<file path="src/rtl/csync_gen.sv">
// rtl/csync_gen.sv - registered RGB/sync output stage with selectable composite sync
//
// Ports:
//   clk_sys        system clock (shared with the scandoubler)
//   reset          asynchronous active-high reset
//   pixel_ena      pixel enable in; pixel_ena_out is this delayed one cycle
//   csync_mode     00 = hs ^ vs, 01 = hs | vs, 1x = serrated (falls back to hs | vs when unlocked)
//   hs_in, vs_in   active-high syncs
//   hb_in, vb_in   active-high blanking
//   r/g/b_in       pixel data
//   hs_out, vs_out, csync_out, blank_out, r/g/b_out, pixel_ena_out
//                  all registered one cycle after their inputs
//   locked         two consecutive identical hs periods seen, no saturation since
module csync_gen #(
    parameter int CNT_WIDTH   = 12,
    parameter int COLOR_DEPTH = 8
) (
    input  logic                   clk_sys,
    input  logic                   reset,
    input  logic                   pixel_ena,
    input  logic [1:0]             csync_mode,
    input  logic                   hs_in,
    input  logic                   vs_in,
    input  logic                   hb_in,
    input  logic                   vb_in,
    input  logic [COLOR_DEPTH-1:0] r_in,
    input  logic [COLOR_DEPTH-1:0] g_in,
    input  logic [COLOR_DEPTH-1:0] b_in,
    output logic                   hs_out,
    output logic                   vs_out,
    output logic                   csync_out,
    output logic                   blank_out,
    output logic [COLOR_DEPTH-1:0] r_out,
    output logic [COLOR_DEPTH-1:0] g_out,
    output logic [COLOR_DEPTH-1:0] b_out,
    output logic                   pixel_ena_out,
    output logic                   locked
);

    localparam logic [CNT_WIDTH-1:0] PHASE_MAX = '1;

    logic                 hs_q;
    logic [CNT_WIDTH-1:0] phase_q, phase_d;
    logic [CNT_WIDTH-1:0] line_len_q, line_len_d;
    logic [CNT_WIDTH-1:0] hs_len_q, hs_len_d;
    logic                 locked_q, locked_d;
    logic                 csync_d;
    logic                 blank_d;

    logic                 hs_rise;
    logic                 hs_fall;
    logic [CNT_WIDTH-1:0] phase_inc;
    logic [CNT_WIDTH:0]   gap_start;
    logic                 no_gap;

    assign hs_rise   = hs_in & ~hs_q;
    assign hs_fall   = ~hs_in & hs_q;
    assign phase_inc = phase_q + CNT_WIDTH'(1);
    assign blank_d   = hb_in | vb_in;

    // One bit wider so hs_len >= line_len shows up as a negative or zero gap start.
    assign gap_start = {1'b0, line_len_q} - {1'b0, hs_len_q};
    assign no_gap    = gap_start[CNT_WIDTH] | (gap_start == '0);

    always_comb begin
        phase_d    = (phase_q == PHASE_MAX) ? phase_q : phase_inc;
        line_len_d = line_len_q;
        hs_len_d   = hs_len_q;
        locked_d   = locked_q;

        if (hs_rise) begin
            phase_d    = '0;
            line_len_d = phase_inc;
            // line_len_q still holds the previous period here.
            locked_d   = (phase_inc == line_len_q) && (line_len_q != '0);
        end else if (phase_d == PHASE_MAX) begin
            locked_d   = 1'b0;
        end

        if (hs_fall) begin
            hs_len_d = phase_inc;
        end
    end

    // phase_d is the phase of the current cycle (0 on the rise cycle), so the
    // gap covers the last hs_len cycles of the line and closes exactly when hs rises.
    always_comb begin
        csync_d = 1'b0;
        case (csync_mode)
            2'b00:   csync_d = hs_in ^ vs_in;
            2'b01:   csync_d = hs_in | vs_in;
            default: begin
                if (!locked_q) begin
                    csync_d = hs_in | vs_in;
                end else if (!vs_in) begin
                    csync_d = hs_in;
                end else if (no_gap) begin
                    csync_d = 1'b1;
                end else begin
                    csync_d = !({1'b0, phase_d} >= gap_start);
                end
            end
        endcase
    end

    always_ff @(posedge clk_sys or posedge reset) begin
        if (reset) begin
            hs_q          <= 1'b0;
            phase_q       <= '0;
            line_len_q    <= '0;
            hs_len_q      <= '0;
            locked_q      <= 1'b0;
            hs_out        <= 1'b0;
            vs_out        <= 1'b0;
            csync_out     <= 1'b0;
            blank_out     <= 1'b0;
            r_out         <= '0;
            g_out         <= '0;
            b_out         <= '0;
            pixel_ena_out <= 1'b0;
        end else begin
            hs_q          <= hs_in;
            phase_q       <= phase_d;
            line_len_q    <= line_len_d;
            hs_len_q      <= hs_len_d;
            locked_q      <= locked_d;
            hs_out        <= hs_in;
            vs_out        <= vs_in;
            csync_out     <= csync_d;
            blank_out     <= blank_d;
            r_out         <= blank_d ? '0 : r_in;
            g_out         <= blank_d ? '0 : g_in;
            b_out         <= blank_d ? '0 : b_in;
            pixel_ena_out <= pixel_ena;
        end
    end

    assign locked = locked_q;

endmodule

</file>
<file path="config.mk">
export PLATFORM = sky130hd
export DESIGN_NAME = csync_gen
export DESIGN_NICKNAME = d
export VERILOG_FILES = /design/src/rtl/csync_gen.sv
export SDC_FILE = /design/constraint.sdc
export NUM_CORES = 1
export LEC_CHECK = 0
export BUFFER_PORTS_ARGS = -buffer_cell sky130_fd_sc_hd__buf_4
export CAP_MARGIN = 40
export CORE_MARGIN = 2
export CORE_UTILIZATION = 61
export DETAILED_ROUTE_END_ITERATION = 10
export PLACE_DENSITY = 0.86
export SYNTH_ARGS = -nofsm -noshare
export SYNTH_HDL_FRONTEND = slang
export SYNTH_SLANG_ARGS = --single-unit
export TNS_END_PERCENT = 100
</file>
<file path="constraint.sdc">
create_clock -name clk_sys -period 7.7 [get_ports clk_sys]
set_clock_uncertainty 0.05 [all_clocks]
set_input_delay 0 -clock clk_sys [delete_from_list [all_inputs] [get_ports clk_sys]]
set_output_delay 0 -clock clk_sys [all_outputs]
set_load 0.02 [all_outputs]
</file>
==> run summary <==
========================================================================================
Peak fanout along the critical path                                                   13
Worst Path Arrival                                                               4.01 ns
CTS Buf Count                                                                          9
Category of the critical setup timing path                                  flop to flop
Overall routing resource usage                                                    0.3344
Synthesized instance count                                                           383
Max_cap viols                                                                          0
Max Transition Viols Final                                                             0
Worst Max-Slew Pin Slew                                                        0.9489 ns
Worst path depth                                                                      14
Total Power Consumption                                                         1.329 mW
RD Place Congestion                                                               0.8761
Tightest slew margin relative to the limit                                        0.3650
Final layout net count                                                               538
Family with the most delay on the worst path                                simple AND/OR/NAND/NOR gates
Register bit total from synthesis                                                     66
Post-synthesis area per instance                                             9.624 sq um
Cell leakage power                                                              2.331 nW
Final sum of negative setup slack                                                   0 ns
RSZ-0062 raised after global routing                                                  no
Hold WC Path Type                                                           input pin to flop
Largest net degree at the start of global routing                                     67
Mapped cell area                                                              3686 sq um
Worst Path Buf+Inv                                                                     0
Initial core utilization                                                          0.6263
Full die area                                                                 6681 sq um
Distinct cell type count after synthesis                                              48
Fmax                                                                          0.2624 GHz
GRT Residual Overflow                                                                  0
Post-Synthesis Net Count                                                             443
Startpoint types                                                                    flop
Data required, critical path                                                     7.90 ns
Detail Placement HPWL                                                           6.377 mm
Ratio of routed vias to standard cells                                             5.892
Global-route wire length before repair                                          16.37 mm
Ratio of cells with drive above 1 in the final layout                             0.1946
Initial detailed-routing violation count                                             216
Slowest cell on crit path                                                        nand4_1
Number of primary I/O pins                                                            63
Number of setup violations in the final report                                         0
Skew-Pair Late Insertion Delay                                                   0.35 ns
Primary FF master, synth                                                         dfrtp_1
Outcome                                                                     finished clean
Post-place setup slack                                                          3.984 ns
Sequential area share after synthesis                                             0.4481
Clock tree buffer depth                                                                2
Portion of the clock cycle consumed by the worst path in the final layout         0.4950
Via count                                                                           3288
Initial antenna violation count                                                        0
Count of TritonRoute iterations in the first routing pass                              5
Clock-pin slew on the worst setup and hold paths                                 0.08 ns
Share of async-settable or async-resettable flops after synthesis                  1.000
Width of the die                                                                81.74 um
H-tree lvl count                                                                       3
Number of global-route vias before repair                                           3366
Worst ir drop on vdd                                                            187.2 uV
Number of warnings issued by yosys                                                     0
CTS tree                                                                            done
Shortest period the worst path allows                                           3.812 ns
Slowest stage delay, CP                                                          0.52 ns
Number of filler cells placed in the layout                                          318
Core area                                                                     5886 sq um
Antenna-violating nets left                                                            0
Cell at the root of the clock tree                                              clkbuf_8
Sort of element at the end of the critical path                                     flop
Setup Buffers After CTS                                                                0
Register area                                                                 1652 sq um
Standard-cell rows                                                                    28
Pwr per Cell Area                                                           280.6 nW/um^2
Die Y-Extent                                                                    81.74 um
Final wirelength                                                                10.31 mm
CTS sink cnt                                                                          66
Area of the multi-input gates                                                 1888 sq um
DRC errors left                                                                        0
Hold Path Depth                                                                        3
Number of hold violations in the final report                                          0
Number of flops mapped to enable cells by yosys                                        0
Most used cell along the critical path                                              ha_1
Diodes inserted                                                                        0
Worst Reg2Reg Path Length in Cells                                                    14
Count of buffers inserted at the top-level ports                                      62
Wirelength per Cell                                                             18.47 um
Synthesis-to-finish area growth                                                   28.48%
Worst-case setup margin in the final layout                                     3.888 ns
CP cell instances                                                           ha_1 -> nand2_4 -> nor2_4 -> nand4_1 -> xnor2_1 -> nand2_1 -> ha_1 -> nand2b_1 -> a21o_1 -> a21oi_1 -> o21ai_1 -> a2111oi_0 -> a211oi_1 -> o41ai_2
========================================================================================
[report_power, final]
group          internal, mW  switching (mW)
registers             0.381          0.0393
clock network         0.169           0.142
logic                 0.266           0.332
total                 0.816           0.513
[synthesized netlist by cell type (2+ instances only)]
cell | count | share of area
nor4_1 | 4 | 0.0068
o211ai_1 | 2 | 0.0041
nor2_4 | 2 | 0.0061
nand3_1 | 11 | 0.015
nor2_1 | 19 | 0.019
clkbuf_1 | 7 | 0.0071
dfrtp_1 | 66 | 0.45
a21oi_1 | 32 | 0.043
nand2_1 | 37 | 0.038
a21o_1 | 6 | 0.012
ha_1 | 26 | 0.088
o2111ai_1 | 3 | 0.0071
o21ai_0 | 19 | 0.026
a31oi_1 | 3 | 0.0051
a211oi_1 | 2 | 0.0041
nand2b_1 | 8 | 0.014
o21ai_1 | 12 | 0.016
buf_2 | 2 | 0.0027
inv_1 | 27 | 0.027
o21bai_1 | 2 | 0.0041
xnor2_1 | 21 | 0.050
mux2i_1 | 2 | 0.0054
nor3_1 | 3 | 0.0041
and2_1 | 25 | 0.042
mux2_2 | 2 | 0.0061
and3_1 | 2 | 0.0034
nor2b_1 | 2 | 0.0034
nand4_1 | 6 | 0.010
xor2_1 | 11 | 0.026
[metal layers]
| metal | GRT usage | share of wire |
|---|---|---|
| met5 | 0 | 0 |
| met2 | 0.5439 | 0.49 |
| met3 | 0.1264 | 0.089 |
| met4 | 0.1433 | 0.023 |
| met1 | 0.3967 | 0.40 |
[worst reg2reg max path, delay by kind of cell (launching register included)]
family                   cells  cell delay [ns]
AO/OA/AOI/OAI                6             1.00
XOR/XNOR                     1             0.38
adder cells (fa/ha/maj)      2             0.70
flip-flops                   1             0.50
AND/OR/NAND/NOR              5             1.08
[cell type report]
type | instances | area share
repair buffers | 95 | 0.1664
multi-input cells | 279 | 0.3987
flip-flops and latches | 66 | 0.3487
inverters | 27 | 0.02140
clock buffers | 11 | 0.03197
clock inverters | 5 | 0.01295
well taps | 75 | 0.01982
[sequential cells by signal, summed over array words and instances (netlist names)]
name / count
hs_len_q: 12
r_out: 8
g_out: 8
pixel_ena_out: 1
csync_out: 1
locked: 1
vs_out: 1
hs_q: 1
b_out: 8
blank_out: 1
line_len_q: 12
phase_q: 12
[stage by stage]
step / cell area [sq um] / util / std cells / hold WS [ns]
floorplan: 3686 / - / 383 / -0.01857
global placement: 4215 / 0.7162 / 511 / 0.06053
detailed placement: 4223 / 0.7175 / 512 / 0.06220
CTS: 4736 / 0.8046 / 558 / 0.008567
global route: 4736 / 0.8046 / 558 / 0.02805
finish: 4736 / 0.8046 / 558 / 0.02403
[layout by cell type (no fill, tap or decap), types with 2 or more instances in the layout]
cell type / n
o2111ai_1: 3
nand3_1: 11
nor2b_1: 2
clkinv_4: 2
ha_1: 26
and3_1: 2
nand4_1: 6
inv_1: 26
nand2b_1: 8
nor2_4: 2
nor2_1: 19
and2_1: 25
mux2_2: 2
o21bai_1: 2
dfrtp_1: 66
mux2i_1: 2
a21o_1: 6
nor4_1: 4
buf_4: 65
o21ai_1: 12
dlygate4sd3_1: 30
xnor2_1: 21
xor2_1: 11
a31oi_1: 3
o21ai_0: 19
nand2_1: 37
a21oi_1: 32
nor3_1: 3
clkbuf_8: 11
a211oi_1: 2
o211ai_1: 2
[worst paths after layout]
kind	start	end	slack (ns)
max in group asynchronous	reset	hs_len_q[4]$_DFFE_PP0P_	6.65
min in group asynchronous	reset	csync_out$_DFF_PP0_	0.42
min reg2reg	hs_len_q[2]$_DFFE_PP0P_	hs_len_q[2]$_DFFE_PP0P_	0.44
min	vb_in	g_out[7]$_DFF_PP0_	0.02
max	phase_q[0]$_DFF_PP0_	csync_out$_DFF_PP0_	3.89
max reg2reg	phase_q[0]$_DFF_PP0_	csync_out$_DFF_PP0_	3.89
[timing repair]
action | in CTS | in global routing
endpoints found under the hold margin | 94 | 0
endpoints found under the setup margin | 0 | 0
hold buffers | 30 | 0
resized for setup | 0 | 0
[cells by family after synthesis]
family,after synthesis,synth area share
AOI/OAI and AO/OA,89,0.1432
DFF,66,0.4481
adders and majority gates,27,0.09369
and+or+nand+nor,127,0.1877
buffers and inverters,38,0.03971
muxes,4,0.01154
xor gates and xnor gates,32,0.07604
Power figures use the tool's default switching activity.
